`config.mk`:
```
export PLATFORM = sky130hd
export DESIGN_NAME = auto_nav_ctrl
export DESIGN_NICKNAME = d
export VERILOG_FILES = /design/src/rtl/auto_nav_ctrl.sv
export SDC_FILE = /design/constraint.sdc
export NUM_CORES = 1
export LEC_CHECK = 0
export BUFFER_PORTS_ARGS = -buffer_cell sky130_fd_sc_hd__buf_2
export CORE_AREA = 4 4 100 64
export CTS_CLUSTER_DIAMETER = 40
export CTS_CLUSTER_SIZE = 8
export DETAILED_ROUTE_END_ITERATION = 10
export DIE_AREA = 0 0 104 68
export PLACE_DENSITY = 0.65
export SLEW_MARGIN = 10
export SYNTH_ARGS = -nofsm -noshare
export SYNTH_HDL_FRONTEND = slang
export SYNTH_SLANG_ARGS = --single-unit
export TNS_END_PERCENT = 20
```
`constraint.sdc`:
```
create_clock -name sys_clk -period 7.8 [get_ports sys_clk]
set_clock_uncertainty 0.05 [all_clocks]
set_input_delay 0.39 -clock sys_clk [delete_from_list [all_inputs] [get_ports sys_clk]]
set_output_delay 0.39 -clock sys_clk [all_outputs]
set_load 0.03 [all_outputs]
```
`src/rtl/auto_nav_ctrl.sv`:
```
// Autonomous maze-car sequencer: MOVE -> decide -> TURN/WAIT phases on a prescaled tick,
// wall-following turn selection, fork/dead-end beacon pulses and a saturating dead-end count.
module auto_nav_ctrl #(
  parameter int TICK_DIV   = 50_000,
  parameter int MOVE_TICKS = 50,
  parameter int TURN_TICKS = 100,
  parameter int WAIT_TICKS = 10,
  parameter int CNT_W      = 8
) (
  input  logic       sys_clk,
  input  logic       rst,
  input  logic       enable,
  input  logic       hand_mode,
  input  logic [3:0] turn_detector,
  output logic [1:0] next_state,
  output logic [3:0] next_moving_state,
  output logic       pl_beacon_sig,
  output logic       de_beacon_sig,
  output logic [7:0] dead_end_cnt
);

  localparam int PW = (TICK_DIV > 2) ? $clog2(TICK_DIV) : 1;
  localparam logic [PW-1:0]    PRESC_MAX = PW'(TICK_DIV - 1);
  localparam logic [CNT_W-1:0] MOVE_LAST = CNT_W'(MOVE_TICKS - 1);
  localparam logic [CNT_W-1:0] TURN_LAST = CNT_W'(TURN_TICKS - 1);
  localparam logic [CNT_W-1:0] WAIT_LAST = CNT_W'(WAIT_TICKS - 1);

  localparam logic [3:0] DIR_F = 4'b0001;
  localparam logic [3:0] DIR_B = 4'b0010;
  localparam logic [3:0] DIR_R = 4'b0100;
  localparam logic [3:0] DIR_L = 4'b1000;

  typedef enum logic [1:0] {IDLE, MOVE, TURN, WAIT} state_e;

  state_e           state_q, state_d;
  logic [PW-1:0]    presc_q, presc_d;
  logic [CNT_W-1:0] phase_q, phase_d;
  logic [3:0]       dir_q, dir_d;
  logic [7:0]       cnt_q, cnt_d;
  logic [1:0]       ns_q, ns_d;
  logic [3:0]       nms_q, nms_d;
  logic             pl_q, pl_d, de_q, de_d;

  logic       tick;
  logic       open_f, open_r, open_l;
  logic [1:0] n_open;
  logic [3:0] choice;

  assign tick   = (presc_q == PRESC_MAX);
  assign open_f = ~turn_detector[0];
  assign open_r = ~turn_detector[2];
  assign open_l = ~turn_detector[3];
  assign n_open = {1'b0, open_f} + {1'b0, open_r} + {1'b0, open_l};

  // Back is the fallback only when every other way is blocked.
  always_comb begin
    choice = DIR_B;
    if (!hand_mode) begin
      if (open_r)      choice = DIR_R;
      else if (open_f) choice = DIR_F;
      else if (open_l) choice = DIR_L;
    end else begin
      if (open_l)      choice = DIR_L;
      else if (open_f) choice = DIR_F;
      else if (open_r) choice = DIR_R;
    end
  end

  always_comb begin
    state_d = state_q;
    phase_d = phase_q;
    dir_d   = dir_q;
    cnt_d   = cnt_q;
    pl_d    = 1'b0;
    de_d    = 1'b0;
    presc_d = '0;
    if (enable && state_q != IDLE) presc_d = tick ? '0 : presc_q + 1'b1;

    if (!enable) begin
      state_d = IDLE;
      phase_d = '0;
    end else begin
      case (state_q)
        IDLE: begin
          state_d = MOVE;
          phase_d = '0;
          cnt_d   = '0;
        end
        MOVE: if (tick) begin
          if (phase_q == MOVE_LAST) begin
            phase_d = '0;
            dir_d   = choice;
            state_d = (choice == DIR_F) ? WAIT : TURN;
            if (n_open == 2'd0) begin
              de_d = 1'b1;
              if (cnt_q != 8'hFF) cnt_d = cnt_q + 8'd1;
            end
            if (n_open >= 2'd2) pl_d = 1'b1;
          end else begin
            phase_d = phase_q + 1'b1;
          end
        end
        TURN: if (tick) begin
          if (phase_q == TURN_LAST) begin
            state_d = WAIT;
            phase_d = '0;
          end else begin
            phase_d = phase_q + 1'b1;
          end
        end
        WAIT: if (tick) begin
          if (phase_q == WAIT_LAST) begin
            state_d = MOVE;
            phase_d = '0;
          end else begin
            phase_d = phase_q + 1'b1;
          end
        end
        default: state_d = IDLE;
      endcase
    end

    ns_d  = 2'b00;
    nms_d = 4'b0000;
    case (state_d)
      MOVE:    begin ns_d = 2'b10; nms_d = DIR_F; end
      TURN:    begin ns_d = 2'b01; nms_d = dir_d; end
      default: ;
    endcase
  end

  always_ff @(posedge sys_clk or negedge rst) begin
    if (!rst) begin
      state_q <= IDLE;
      presc_q <= '0;
      phase_q <= '0;
      dir_q   <= '0;
      cnt_q   <= '0;
      ns_q    <= '0;
      nms_q   <= '0;
      pl_q    <= 1'b0;
      de_q    <= 1'b0;
    end else begin
      state_q <= state_d;
      presc_q <= presc_d;
      phase_q <= phase_d;
      dir_q   <= dir_d;
      cnt_q   <= cnt_d;
      ns_q    <= ns_d;
      nms_q   <= nms_d;
      pl_q    <= pl_d;
      de_q    <= de_d;
    end
  end

  assign next_state        = ns_q;
  assign next_moving_state = nms_q;
  assign pl_beacon_sig     = pl_q;
  assign de_beacon_sig     = de_q;
  assign dead_end_cnt      = cnt_q;

endmodule

```
; After elaboration in Yosys (flattened, before gate mapping)
; Cells that the tools add are included.
[op_classes]
n_lt_le_gt_ge = 1
n_eq_ne = 18
n_bitwise = 3
add_sub_neg = 5
reduce_logical = 7
mux = 47
[ops]
columns = op, count
row1 = 8-bit 2-to-1 mux, 11
row2 = 4-bit 2-to-1 mux, 9
row3 = 16-bit 2-to-1 mux, 2
row4 = 8-bit one-hot mux with 4 select lines, 1
row5 = "16-bit by 1-bit adder with 16-bit output, second input constant", 1
row6 = "8-bit by 1-bit adder with 8-bit output, second input constant", 2
row7 = "16-bit == test, second input constant", 1
row8 = 8-bit one-hot mux with 2 select lines, 1
row9 = 2-bit 2-to-1 mux, 7
row10 = 1-bit 2-to-1 mux, 11
row11 = "3-bit != test, second input constant", 3
row12 = "8-bit by 4-bit == test with 1-bit output, second input constant", 1
row13 = "8-bit by 6-bit == test with 1-bit output, second input constant", 1
row14 = "8-bit by 7-bit == test with 1-bit output, second input constant", 1
row15 = "2-bit != test, second input constant", 4
row16 = "8-bit != test, second input constant", 1
row17 = 2-bit one-hot mux with 4 select lines, 1
row18 = 4-bit one-hot mux with 2 select lines, 1
row19 = "2-bit == test, second input constant", 3
row20 = 3-bit 2-to-1 mux, 2
row21 = 6-bit AND reduction, 1
row22 = "2-bit by 1-bit == test with 1-bit output, second input constant", 2
row23 = "4-bit by 1-bit == test with 1-bit output, second input constant", 1
row24 = 2-bit logical NOT, 2
row25 = 8 further kinds, 11
[totals]
out_inout_bits = 16
word_cells = 90
input_bits = 8
ff_bits = 46

; Longest topological paths before layout
[depth]
depth_word = 12
mapped_depth = 10
depth_no_buf = 10

; Least setup slack after synthesis
; Ideal clock, no wire load.
[synth_timing]
path_type = register -> register
from = register presc_q[0]
to = register nms_q[0], in the netlist next_moving_state[0]
stages_incl_launch_ff = 11
n_path_buf = 1
setup_ns = 0.101
arrival_ns = 2.389
synth_period_minus_slack_ns = 2.539
path_slack_ns = 5.261
required_time_ns = 7.649
path_cell_list = dfrtp_1 -> ha_1 -> and3_1 -> nand4_1 -> clkbuf_1 -> o21ai_0 -> nand2_1 -> or2_2 -> ha_1 -> nand2b_1 -> o32ai_1
[synth_between]
elab_chain_cells = 6
elab_cells_between_ends = 12
classes_between = 3 x eq/ne / 9 x mux
[synth_lines]
columns = item, line
row1 = start: declaration, 36  ; logic [PW-1:0] presc_q, presc_d;
row2 = start signal: assignment, 145  ; presc_q <= presc_d;
row3 = 16-bit == test *, 49  ; assign tick = (presc_q == PRESC_MAX);
row4 = 2-bit 2-to-1 mux (on tied branches), "111, 103, 89"
row5 = 2-bit one-hot mux with 4 select lines, 83  ; case (state_q)
row6 = 2-bit 2-to-1 mux, 79  ; if (!enable) begin
row7 = 2-bit == test or 2-bit by 1-bit == test with 1-bit output (tied branches), 125  ; case (state_d)
row8 = 4-bit one-hot mux with 2 select lines *, 125
row9 = net nms_d[0], 41  ; logic [3:0] nms_q, nms_d;
row10 = end signal: assignment, 150  ; nms_q <= nms_d;
row11 = end: declaration, 41
; Mark *: on every way through the listed nets, which the timed path passes. The rest lies on a longest branch.
; A chain may end at the register's enable or synchronous reset.

; Worst setup path after layout
[layout_timing]
from = register presc_q[11]
to = register nms_q[0], in the netlist next_moving_state[0]
; The elaborated chain is that of the path after synthesis.

==> flow_metrics.env <==
export IMPL_rsz0062_at_grt="no"
export IMPL_drive_gt1_frac=0.148
export IMPL_hold_viol=0
export IMPL_initial_utilization=0.454
export IMPL_place_hpwl_mm=3.58
export IMPL_crit_path_start_kind="register"
export IMPL_grt_pass1_wl_mm=8.71
export IMPL_hold_slack_ps=203
export IMPL_cp_data_required_time_ps=7950
export IMPL_pin_count=24
export IMPL_antenna_found_initial=0
export IMPL_grt_overflow=0
export IMPL_grt_max_degree=47
export IMPL_critPathMaxStageDelay_ps=800
export IMPL_async_flop_share=1.00
export IMPL_gp_congestion=0.786
export IMPL_critPathCaptureType="register"
export IMPL_clockBufferDepth=2
export IMPL_yosysUniqueCellTypes=45
export IMPL_cts_tree="built"
export IMPL_clk_pin_slew_worst_paths_ps=90
export IMPL_diodes=0
export IMPL_area_growth_pct=10.8
export IMPL_layoutNonFillerInstCount=339
export IMPL_ys_top_cells_by_count="dfrtp_1, nor2_1, nand3_1, nand2_1, xnor2_1"
export IMPL_final_area_sq_um=2750
export IMPL_synth_seq_cells=46
export IMPL_die_area_sq_um=7070
export IMPL_nets=289
export IMPL_slew_violations=0
export IMPL_die_w_um=104
export IMPL_crit_chain="nor4b_1 -> nand4_1 -> a2111oi_0 -> or2_2 -> ha_1 -> nand2b_1 -> o32ai_1"
export IMPL_wl_per_cell_um=14.6
export IMPL_yosys_top_cells_area="dfrtp_1, ha_1, nor2_1"
export IMPL_cp_max_fo=15
export IMPL_drv_cap=0
export IMPL_rows=21
export IMPL_dp_cells=331
export IMPL_irDropWorstVdd_uv=73.4
export IMPL_slowest_stage="a2111oi_0"
export IMPL_synth_edff_count=0
export IMPL_worstPathArrival_ps=3500
export IMPL_totalWireLength_mm=4.94
export IMPL_via_per_inst=5.31
export IMPL_io_buffers=22
export IMPL_fill_cells=496
export IMPL_core_area_sq_um=5470
export IMPL_dr_pass1_iters=4
export IMPL_clock_sinks=46
export IMPL_root_buffer="clkbuf_8"
export IMPL_tightest_slew_ps=1020
export IMPL_htreeDepth=2
export IMPL_syn_area_sq_um=2480
export IMPL_drc=0
export IMPL_synth_cells=247
export IMPL_cts_resized=0
export IMPL_finalSetupViolations=0
export IMPL_synth_ff_type="dfrtp_1"
export IMPL_yosysMostFrequentCell="dfrtp_1"
export IMPL_num_vias=1799
export IMPL_hold_buffers=0
export IMPL_cts_buffers=5
export IMPL_post_route_min_period_ps=3350
export IMPL_yosysTopAreaCell="dfrtp_1"
export IMPL_power_leakage_nw=1.22
export IMPL_grt_usage=0.154
export IMPL_setup_tns_ps=0
export IMPL_drtIter0Drc=82
export IMPL_synth_seq_area_share=0.464
export IMPL_worstHoldPathType="input pin to async pin"
export IMPL_avgSynthCellArea_sq_um=10.0
export IMPL_synth_fp_nets=267
export IMPL_fmax_ghz=0.298
export IMPL_synth_top_cell_area_share=0.464
export IMPL_status="complete, no violations"
export IMPL_yosys_warnings=0
export IMPL_path_class="register to register"
export IMPL_grt_pass1_vias=1690
export IMPL_pwr_density_cell_nw_per_um2=154
export IMPL_insertion_delay_ps=300
export IMPL_ant_nets=0
export IMPL_post_cts_setup_buffers=0
export IMPL_die_h_um=68
export IMPL_place_area_sq_um=2650
export IMPL_maxSlewHeadroom=0.319
export IMPL_fin_crit_sh=0.430
worst max-delay path: cells and delay by family, from the launching register on:
family,cells,cell delay [ps]
AO/OA/AOI/OAI,2,1040
adder cells (fa/ha/maj),1,240
flip-flops,1,410
AND/OR/NAND/NOR,4,1510
stage by stage:
| step | util | worst slack (ps) | total power [mW] |
|---|---|---|---|
| global route | 0.503 | 4160 | 0.445 |
| CTS | 0.503 | 4430 | 0.430 |
| finish | 0.503 | 4450 | 0.424 |
| floorplan | - | 5260 | 0.259 |
| detailed placement | 0.485 | 4550 | 0.270 |
| global placement | 0.485 | 4470 | 0.270 |
cells by family after synthesis:
logic type               Yosys count  synth area share
buffers and inverters             18            0.0277
flip-flops                        46             0.464
multiplexers                       4            0.0176
XOR/XNOR                          19            0.0671
AND/OR/NAND/NOR                  118             0.263
AO/OA/AOI/OAI                     30            0.0968
adder cells (fa/ha/maj)           12            0.0635
sequential cells by signal (all words and copies together) (netlist names):
register and flops:
pl_beacon_sig 1, de_beacon_sig 1, state_q 2, dead_end_cnt 8
phase_q 8, next_moving_state 4, dir_q 4, next_state 2
presc_q 16
per-layer routing:
layer,wire (um),up-vias,GRT usage
li1,-,913,-
met1,2890,856,0.246
met2,1850,28,0.206
met3,179,2,0.0377
met4,19,0,0.0299
met5,0,-,0
power breakdown:
| part | total [mW] | internal (mW) | switching, mW |
|---|---|---|---|
| sequential | 0.241 | 0.240 | 0.00113 |
| clock | 0.159 | 0.0731 | 0.0854 |
| combinational | 0.0246 | 0.00656 | 0.0181 |
placed cells by master (no fill, tap or decap), types with 9 or more instances in the layout:
cell	n
buf_2	22
nand2_1	13
o21ai_0	9
xnor2_1	13
dfrtp_1	46
nor2_1	35
nand3_1	14
inv_1	11
nand4_1	9
ha_1	11
path summary, 6_finish.rpt:
| check | startpoint | endpoint | slack (ps) | cells past startpoint |
|---|---|---|---|---|
| worst min-delay path | rst | dead_end_cnt[1]$_DFFE_PN0P_ | 200 | 1 |
| max in group asynchronous | rst | presc_q[12]$_DFF_PN0_ | 6860 | 1 |
| worst min register to register | presc_q[0]$_DFF_PN0_ | presc_q[0]$_DFF_PN0_ | 450 | 1 |
| worst max register to register | presc_q[11]$_DFF_PN0_ | next_moving_state[0]$_DFF_PN0_ | 4450 | 7 |
| min in group sys_clk | enable | state_q[0]$_DFF_PN0_ | 390 | 3 |
| worst max-delay path | presc_q[11]$_DFF_PN0_ | next_moving_state[0]$_DFF_PN0_ | 4450 | 7 |
final cells by class:
class | count | area (sq um) | share of cell area
inverters | 11 | 41.3 | 0.0150
flip-flops and latches | 46 | 1150 | 0.419
repair buffers | 22 | 110 | 0.0401
clock inverters | 2 | 16.3 | 0.00592
multi-input cells | 183 | 1260 | 0.459
well taps | 69 | 86.3 | 0.0314
clock buffers | 6 | 82.6 | 0.0300
No activity file was read; power rests on OpenSTA's default activity.
